## src/rtl/oht2bin_pipe.sv

```systemverilog
// oht2bin_pipe: pipelined one-hot to binary encoder.
// The encoder is a SPLIT-ary reduction tree with one register stage per tree level.
// Each node carries an "any" bit and a partial binary index.
// Each stage has a valid bit, so stalls collapse bubbles and never drop data.
// Optional feature: define OHT2BIN_PIPE_ERR_EN to add multi-hot detection on m_err.
// Without that macro, m_err is tied low and m_bin is the bitwise OR of the set-bit indices.
// SPLIT is expected to be a power of two so that the concatenated child-select bits
// form a plain binary index.
module oht2bin_pipe #(
    parameter  int WIDTH     = 32,
    parameter  int SPLIT     = 2,
    localparam int WIDTH_LOG = $clog2(WIDTH)
) (
    input  logic                 clk,
    input  logic                 rst_n,
    input  logic                 s_vld,
    output logic                 s_rdy,
    input  logic [WIDTH-1:0]     s_oht,
    output logic                 m_vld,
    input  logic                 m_rdy,
    output logic [WIDTH_LOG-1:0] m_bin,
    output logic                 m_any,
    output logic                 m_err
);

    function automatic int calc_levels(input int w, input int s);
        int p;
        int l;
        p = 1;
        l = 0;
        for (int i = 0; i < 32; i++) begin
            if (p < w) begin
                p = p * s;
                l = l + 1;
            end
        end
        return l;
    endfunction

    localparam int LEVELS = calc_levels(WIDTH, SPLIT);
    localparam int SB     = $clog2(SPLIT);
    localparam int LEAVES = SPLIT ** LEVELS;

    logic [LEAVES-1:0]      leaf_any;
    logic [LEVELS-1:0]      vld;
    logic [LEVELS-1:0]      rdy;
    logic [LEVELS-1:0]      in_vld;
    logic [LEVELS-1:0]      ld;
    logic                   full_from;
    logic [LEVELS*SB-1:0]   top_idx;

    // Zero-extend the input to a full tree; padded leaves are never set.
    assign leaf_any = LEAVES'(s_oht);

    // A stage can take new data if it or any stage below it has a hole, or the sink is taking data.
    // This equals "empty or downstream advances" but has no combinational loop through rdy.
    always_comb begin
        full_from = 1'b1;
        rdy       = '0;
        for (int i = LEVELS - 1; i >= 0; i--) begin
            full_from = full_from & vld[i];
            rdy[i]    = m_rdy | ~full_from;
        end
    end

    // Each stage's incoming valid comes from the stage above, or from the upstream port for stage 0.
    always_comb begin
        in_vld    = '0;
        in_vld[0] = s_vld;
        for (int i = 1; i < LEVELS; i++) begin
            in_vld[i] = vld[i-1];
        end
    end

    assign ld    = rdy & in_vld;
    assign s_rdy = rdy[0];
    assign m_vld = vld[LEVELS-1];

    // Stage valid bits shift forward whenever a stage is allowed to load.
    always_ff @(posedge clk or negedge rst_n) begin
        if (!rst_n) begin
            vld <= '0;
        end else begin
            for (int i = 0; i < LEVELS; i++) begin
                if (rdy[i]) begin
                    vld[i] <= in_vld[i];
                end
            end
        end
    end

    for (genvar g = 0; g < LEVELS; g++) begin : lvl
        localparam int NN = SPLIT ** (LEVELS - 1 - g);
        localparam int NW = (g + 1) * SB;

        logic [NN-1:0]         any_d;
        logic [NN-1:0]         any_q;
        logic [NN-1:0][NW-1:0] idx_d;
        logic [NN-1:0][NW-1:0] idx_q;
`ifdef OHT2BIN_PIPE_ERR_EN
        logic [NN-1:0]         err_d;
        logic [NN-1:0]         err_q;
`endif

        if (g == 0) begin : g_comb
            // The first level encodes groups of raw leaves.
            // The child-select bits alone form the index.
            always_comb begin
                any_d = '0;
                idx_d = '0;
`ifdef OHT2BIN_PIPE_ERR_EN
                err_d = '0;
`endif
                for (int n = 0; n < NN; n++) begin
                    for (int c = 0; c < SPLIT; c++) begin
`ifdef OHT2BIN_PIPE_ERR_EN
                        if (leaf_any[n*SPLIT+c] && any_d[n]) begin
                            err_d[n] = 1'b1;
                        end
`endif
                        if (leaf_any[n*SPLIT+c]) begin
                            any_d[n] = 1'b1;
                            idx_d[n] = idx_d[n] | NW'(c);
                        end
                    end
                end
            end
        end else begin : g_comb
            localparam int CW = g * SB;

            logic [NN*SPLIT-1:0]         c_any;
            logic [NN*SPLIT-1:0][CW-1:0] c_idx;
            assign c_any = lvl[g-1].any_q;
            assign c_idx = lvl[g-1].idx_q;
`ifdef OHT2BIN_PIPE_ERR_EN
            logic [NN*SPLIT-1:0]         c_err;
            assign c_err = lvl[g-1].err_q;
`endif

            // Each node takes the child-select bits as its upper index bits.
            // Its lower index bits are the OR of the indices of the children that are active.
            always_comb begin
                any_d = '0;
                idx_d = '0;
`ifdef OHT2BIN_PIPE_ERR_EN
                err_d = '0;
`endif
                for (int n = 0; n < NN; n++) begin
                    for (int c = 0; c < SPLIT; c++) begin
`ifdef OHT2BIN_PIPE_ERR_EN
                        if (c_err[n*SPLIT+c] || (c_any[n*SPLIT+c] && any_d[n])) begin
                            err_d[n] = 1'b1;
                        end
`endif
                        if (c_any[n*SPLIT+c]) begin
                            any_d[n] = 1'b1;
                            idx_d[n] = idx_d[n] | {SB'(c), c_idx[n*SPLIT+c]};
                        end
                    end
                end
            end
        end

        // The stage register only captures data when a transfer actually moves into it.
        // Its contents therefore stay stable during a stall.
        always_ff @(posedge clk or negedge rst_n) begin
            if (!rst_n) begin
                any_q <= '0;
                idx_q <= '0;
`ifdef OHT2BIN_PIPE_ERR_EN
                err_q <= '0;
`endif
            end else if (ld[g]) begin
                any_q <= any_d;
                idx_q <= idx_d;
`ifdef OHT2BIN_PIPE_ERR_EN
                err_q <= err_d;
`endif
            end
        end
    end

    assign top_idx = lvl[LEVELS-1].idx_q[0];
    assign m_bin   = top_idx[WIDTH_LOG-1:0];
    assign m_any   = lvl[LEVELS-1].any_q[0];
`ifdef OHT2BIN_PIPE_ERR_EN
    assign m_err   = lvl[LEVELS-1].err_q[0];
`else
    assign m_err   = 1'b0;
`endif

endmodule

```

## config.mk

```make
export PLATFORM = sky130hd
export DESIGN_NAME = oht2bin_pipe
export DESIGN_NICKNAME = d
export VERILOG_FILES = /design/src/rtl/oht2bin_pipe.sv
export SDC_FILE = /design/constraint.sdc
export NUM_CORES = 1
export LEC_CHECK = 0
export ABC_AREA = 0
export ABC_CLOCK_PERIOD_IN_PS = 3250
export CAP_MARGIN = 20
export CORE_ASPECT_RATIO = 1.4
export CORE_MARGIN = 8
export CORE_UTILIZATION = 55
export DETAILED_ROUTE_END_ITERATION = 10
export PLACE_DENSITY = 0.78
export SLEW_MARGIN = 20
export SYNTH_ARGS = -nofsm -noshare
export SYNTH_HDL_FRONTEND = slang
export SYNTH_SLANG_ARGS = --single-unit
```

## constraint.sdc

```tcl
create_clock -name clk -period 3.25 [get_ports clk]
set_input_delay 0.4875 -clock clk [delete_from_list [all_inputs] [get_ports clk]]
set_output_delay 0.4875 -clock clk [all_outputs]
set_load 0.03 [all_outputs]
```

==> results.md <==
- Dividing the detail-routed via count by the number of cells gives 5.32.
- The number of cell instances on the worst register-to-register path is 4.
- The setup TNS is 0 ps.
- Relative to the synthesized area, the layout overhead comes to 17.0%.
- Post-CTS repair changed the size of 0 cells.
- The number of buffers between clock root and the deepest sink is 2.
- Between clock sinks in the finished design, the worst skew comes to 8.59 ps.
- The horizontal die dimension is 88.0 um.
- Global routing used 14.2% of the available tracks.
- The CTS tree is built.
- The count of nets left with antenna violations once routing finished came out at 0.
- The register-to-register setup slack is 1140 ps.
- The area fraction of the dominant cell type after synthesis is 58.3%.
- The via count of the first global-routing pass is 2,580.
- The weighted congestion at the end of routability-driven global placement is 0.811.
- The final design instance area without fill is 0.00467 sq mm.
- The total die area is 0.0103 sq mm.
- The cell area after synthesis is 0.00399 sq mm.
- The number of antenna diodes in the final layout is 0.
- The startpoint of the worst register-to-register path is vld[3].
- After clock tree synthesis, the setup repair step added 0 buffers.
- The H-tree was split into 3 levels.
- After synthesis, the cell types taking the most area are sky130_fd_sc_hd__dfrtp_1, sky130_fd_sc_hd__mux2_2, sky130_fd_sc_hd__mux2i_1.
- For this design the static power due to leakage is 2.02 nW.
- In this run, CTS created clock tree buffers numbering 9.
- The initial core utilization is 57.2%.
- Synthesis inferred 93 register bits.
- Of the synthesized area, sequential elements account for 58.3%.
- The kind of start point of the critical path is a primary input.
- For this run, the leading register cell type out of synthesis is sky130_fd_sc_hd__dfrtp_1.
- Clock tree synthesis found a total of 93 sinks.
- After detailed routing, the number of remaining DRC violations is 0.
- STA classifies the critical path endpoint as an output pin.
- The headroom to the max-slew limit is 60.8%.
- Input and output buffers added on the ports amount to 43.
- Derived from the worst setup path, the maximum achievable clock frequency is 0.379 GHz.
- For this block, the routed nets add up to 6510 um of wire.
- The largest individual stage delay along the critical path comes from the cell sky130_fd_sc_hd__clkdlybuf4s50_1.
- The wire length of the first global-routing pass is 11,400 um.
- The first-pass iteration count of the detailed router is 4.
- The fill cell instance count of the final layout is 527.
- The maximum cell stage delay along the critical path is 640 ps.
- Traced cell by cell, the critical path runs through clkdlybuf4s50_1, and4b_4, nand3_1, clkdlybuf4s50_1.
- Setup violations remaining at the end of the flow were counted as 0.
- Dividing total power by cell area gives a power density of 564 mW/mm^2.
- The final HPWL from detailed placement is 4700 um.
- Setup repair after global routing left no endpoint under its margin.
- The post-route netlist has 18.0% of its cells at a drive strength greater than 1.
- The number of nets handed over by synthesis was 342.
- Synthesis produced 306 cells.
- The final critical-path share of the clock period is 81.1%.
- The maximum fanout along the worst path is 5.
- In this run, distinct cell masters in the synthesized netlist total 29.
- The number of top-level pins is 45.
- The number of max-slew violations in the final report is 0.
- Clock-pin slew was measured on the worst setup and hold paths at 80 ps.
- The top cell type by total area after synthesis is sky130_fd_sc_hd__dfrtp_1.
- The number of endpoints with negative hold slack in the final report is 0.
- The DRC marker count from the first detailed-route iteration is 124.
- At the end of the flow, the number of nets in the layout was 386.
- The source-to-sink clock delay at the later pin of the worst-skew pair is 360 ps.
- Detailed routing inserted a total of 2,395 vias.
- The floorplan has 36 rows.
- In this run the worst hold path is classified as in -> async.
- The beginning of the critical path is m_rdy.
- Entering global routing, the biggest net connects 55 pins.
- For this run, the number of Yosys warnings is 0.
- The peak supply drop is 357 uV.
- The commonest cells after synthesis are sky130_fd_sc_hd__dfrtp_1, sky130_fd_sc_hd__mux2_2, sky130_fd_sc_hd__inv_1, sky130_fd_sc_hd__mux2i_1, sky130_fd_sc_hd__nor2_1.
- The setup path with the least slack is of type in -> out.
- The synthesized design contains 0 enable-type register cells.
- The initial antenna violation count was 0.
- The shortest period the worst path allows is 2640 ps.
- For the worst setup path, the data required time is 2760 ps.
- The transition time at the pin with the least slew margin is 588 ps.
- The run finished with clean final reports.
- Counting flops with an async set or reset pin after synthesis yields a share of 100%.
- The mean instance size in the synthesized netlist is 13.0 sq um.
- The count of maximum capacitance violations is 0.
- The total area inside the core boundary comes to 0.00698 sq mm.
- The global-route congestion overflow total is 0.
- In this run the critical register-to-register path is captured at lvl[0].idx_q[8].
- The detail-routed net length per standard cell is 14.5 um.
- Yosys instantiated no cell more often than sky130_fd_sc_hd__dfrtp_1.
- The height of the chip is 117 um.
- After detailed placement, the total cell area comes to 0.00448 sq mm.
- The post-layout total power is 0.00263 W.
- Hold repair after CTS inserted 0 buffers.
- The tree is rooted in a sky130_fd_sc_hd__clkbuf_8.
- For the worst setup path, the data arrival time is 2150 ps.
- The most numerous cell type found on the critical path is sky130_fd_sc_hd__clkdlybuf4s50_1.
==> cell families (layout without fill, tap and decap cells) <==
logic type	count (synthesis)	after routing	synth area share (%)
buf+inv	39	88	5.05
flops	93	93	58.3
compound gates	65	65	11.6
simple gates	37	37	4.58
mux	71	71	20.4
other cells	1	1	0.0940
==> cell type report <==
| cell class | count | area (sq um) | area share, % |
|---|---|---|---|
| Inverter | 26 | 97.6 | 2.09 |
| Tap cell | 95 | 119 | 2.55 |
| Clock inverter | 4 | 47.5 | 1.02 |
| Timing Repair Buffer | 46 | 470 | 10.1 |
| Clock buffer | 12 | 145 | 3.11 |
| Sequential cell | 93 | 2330 | 49.9 |
| Multi-Input combinational cell | 174 | 1460 | 31.3 |
==> power by group <==
part	leakage, nW	internal, W	switching, W
sequential	0.936	0.00132	0.000127
combinational	0.984	0.000254	0.000181
clock	0.0964	0.000375	0.000377
==> cells in the final DEF (no fill, tap or decap) <==
cell                               n
sky130_fd_sc_hd__mux2_1            4
sky130_fd_sc_hd__nor2_1           26
sky130_fd_sc_hd__nand2b_1          4
sky130_fd_sc_hd__o21ai_4           2
sky130_fd_sc_hd__a41oi_1           1
sky130_fd_sc_hd__mux2i_1          26
sky130_fd_sc_hd__clkinv_2          2
sky130_fd_sc_hd__a21boi_4          1
sky130_fd_sc_hd__conb_1            1
sky130_fd_sc_hd__bufinv_16         1
sky130_fd_sc_hd__clkbuf_8         10
sky130_fd_sc_hd__buf_16            1
sky130_fd_sc_hd__mux2_4           12
sky130_fd_sc_hd__a21oi_1          25
sky130_fd_sc_hd__nand2_1           3
sky130_fd_sc_hd__buf_4             3
sky130_fd_sc_hd__nand4b_4          1
sky130_fd_sc_hd__and2_1            1
sky130_fd_sc_hd__nand3_1           1
sky130_fd_sc_hd__a22o_1           14
sky130_fd_sc_hd__o21bai_1          1
sky130_fd_sc_hd__a31oi_1           8
sky130_fd_sc_hd__a22oi_1          12
sky130_fd_sc_hd__dfrtp_1          93
sky130_fd_sc_hd__and4b_4           1
sky130_fd_sc_hd__clkdlybuf4s50_1  42
sky130_fd_sc_hd__a21o_1            1
sky130_fd_sc_hd__inv_1            26
sky130_fd_sc_hd__clkinvlp_4        1
sky130_fd_sc_hd__clkbuf_1          2
sky130_fd_sc_hd__mux2_2           29
==> stage by stage <==
step / cells / setup slack, ps / util (%) / hold slack [ps]
after floorplan: 306 / 1580 / - / 192
after global placement: 433 / 638 / 63.7 / 480
after detailed placement: 434 / 619 / 64.1 / 494
after CTS: 450 / 610 / 66.9 / 101
after global routing: 450 / 556 / 66.9 / 125
final: 450 / 615 / 66.9 / 99.4
==> per-layer routing <==
metal | wire [um] | up-vias | track usage, % | part of all wire [%]
li1 | - | 1162 | - | -
met1 | 2910 | 1178 | 16.5 | 45
met2 | 3220 | 47 | 23.8 | 50
met3 | 268 | 8 | 3.42 | 4.1
met4 | 112 | 0 | 7.26 | 1.7
met5 | 0 | - | 0 | 0
==> registers in the layout (all words and copies together) (netlist names) <==
register,count
lvl.idx_q,52
lvl.any_q,30
m_bin,5
vld,5
m_any,1
==> worst max-delay path: cells and delay by family <==
kind / cells / cell delay [ps]
buf+inv: 2 / 1150
simple gates: 2 / 510
==> how the worst max path moves through the flow <==
stage                     endpoint  slack [ps]  depth (start not counted)
final                        s_rdy         610                          4
after global routing         s_rdy         560                          4
after CTS                    s_rdy         610                          4
after detailed placement     s_rdy         620                          4
after global placement       s_rdy         640                          4
after floorplan              s_rdy        1580                          2
No activity file was read; power rests on OpenSTA's default activity.
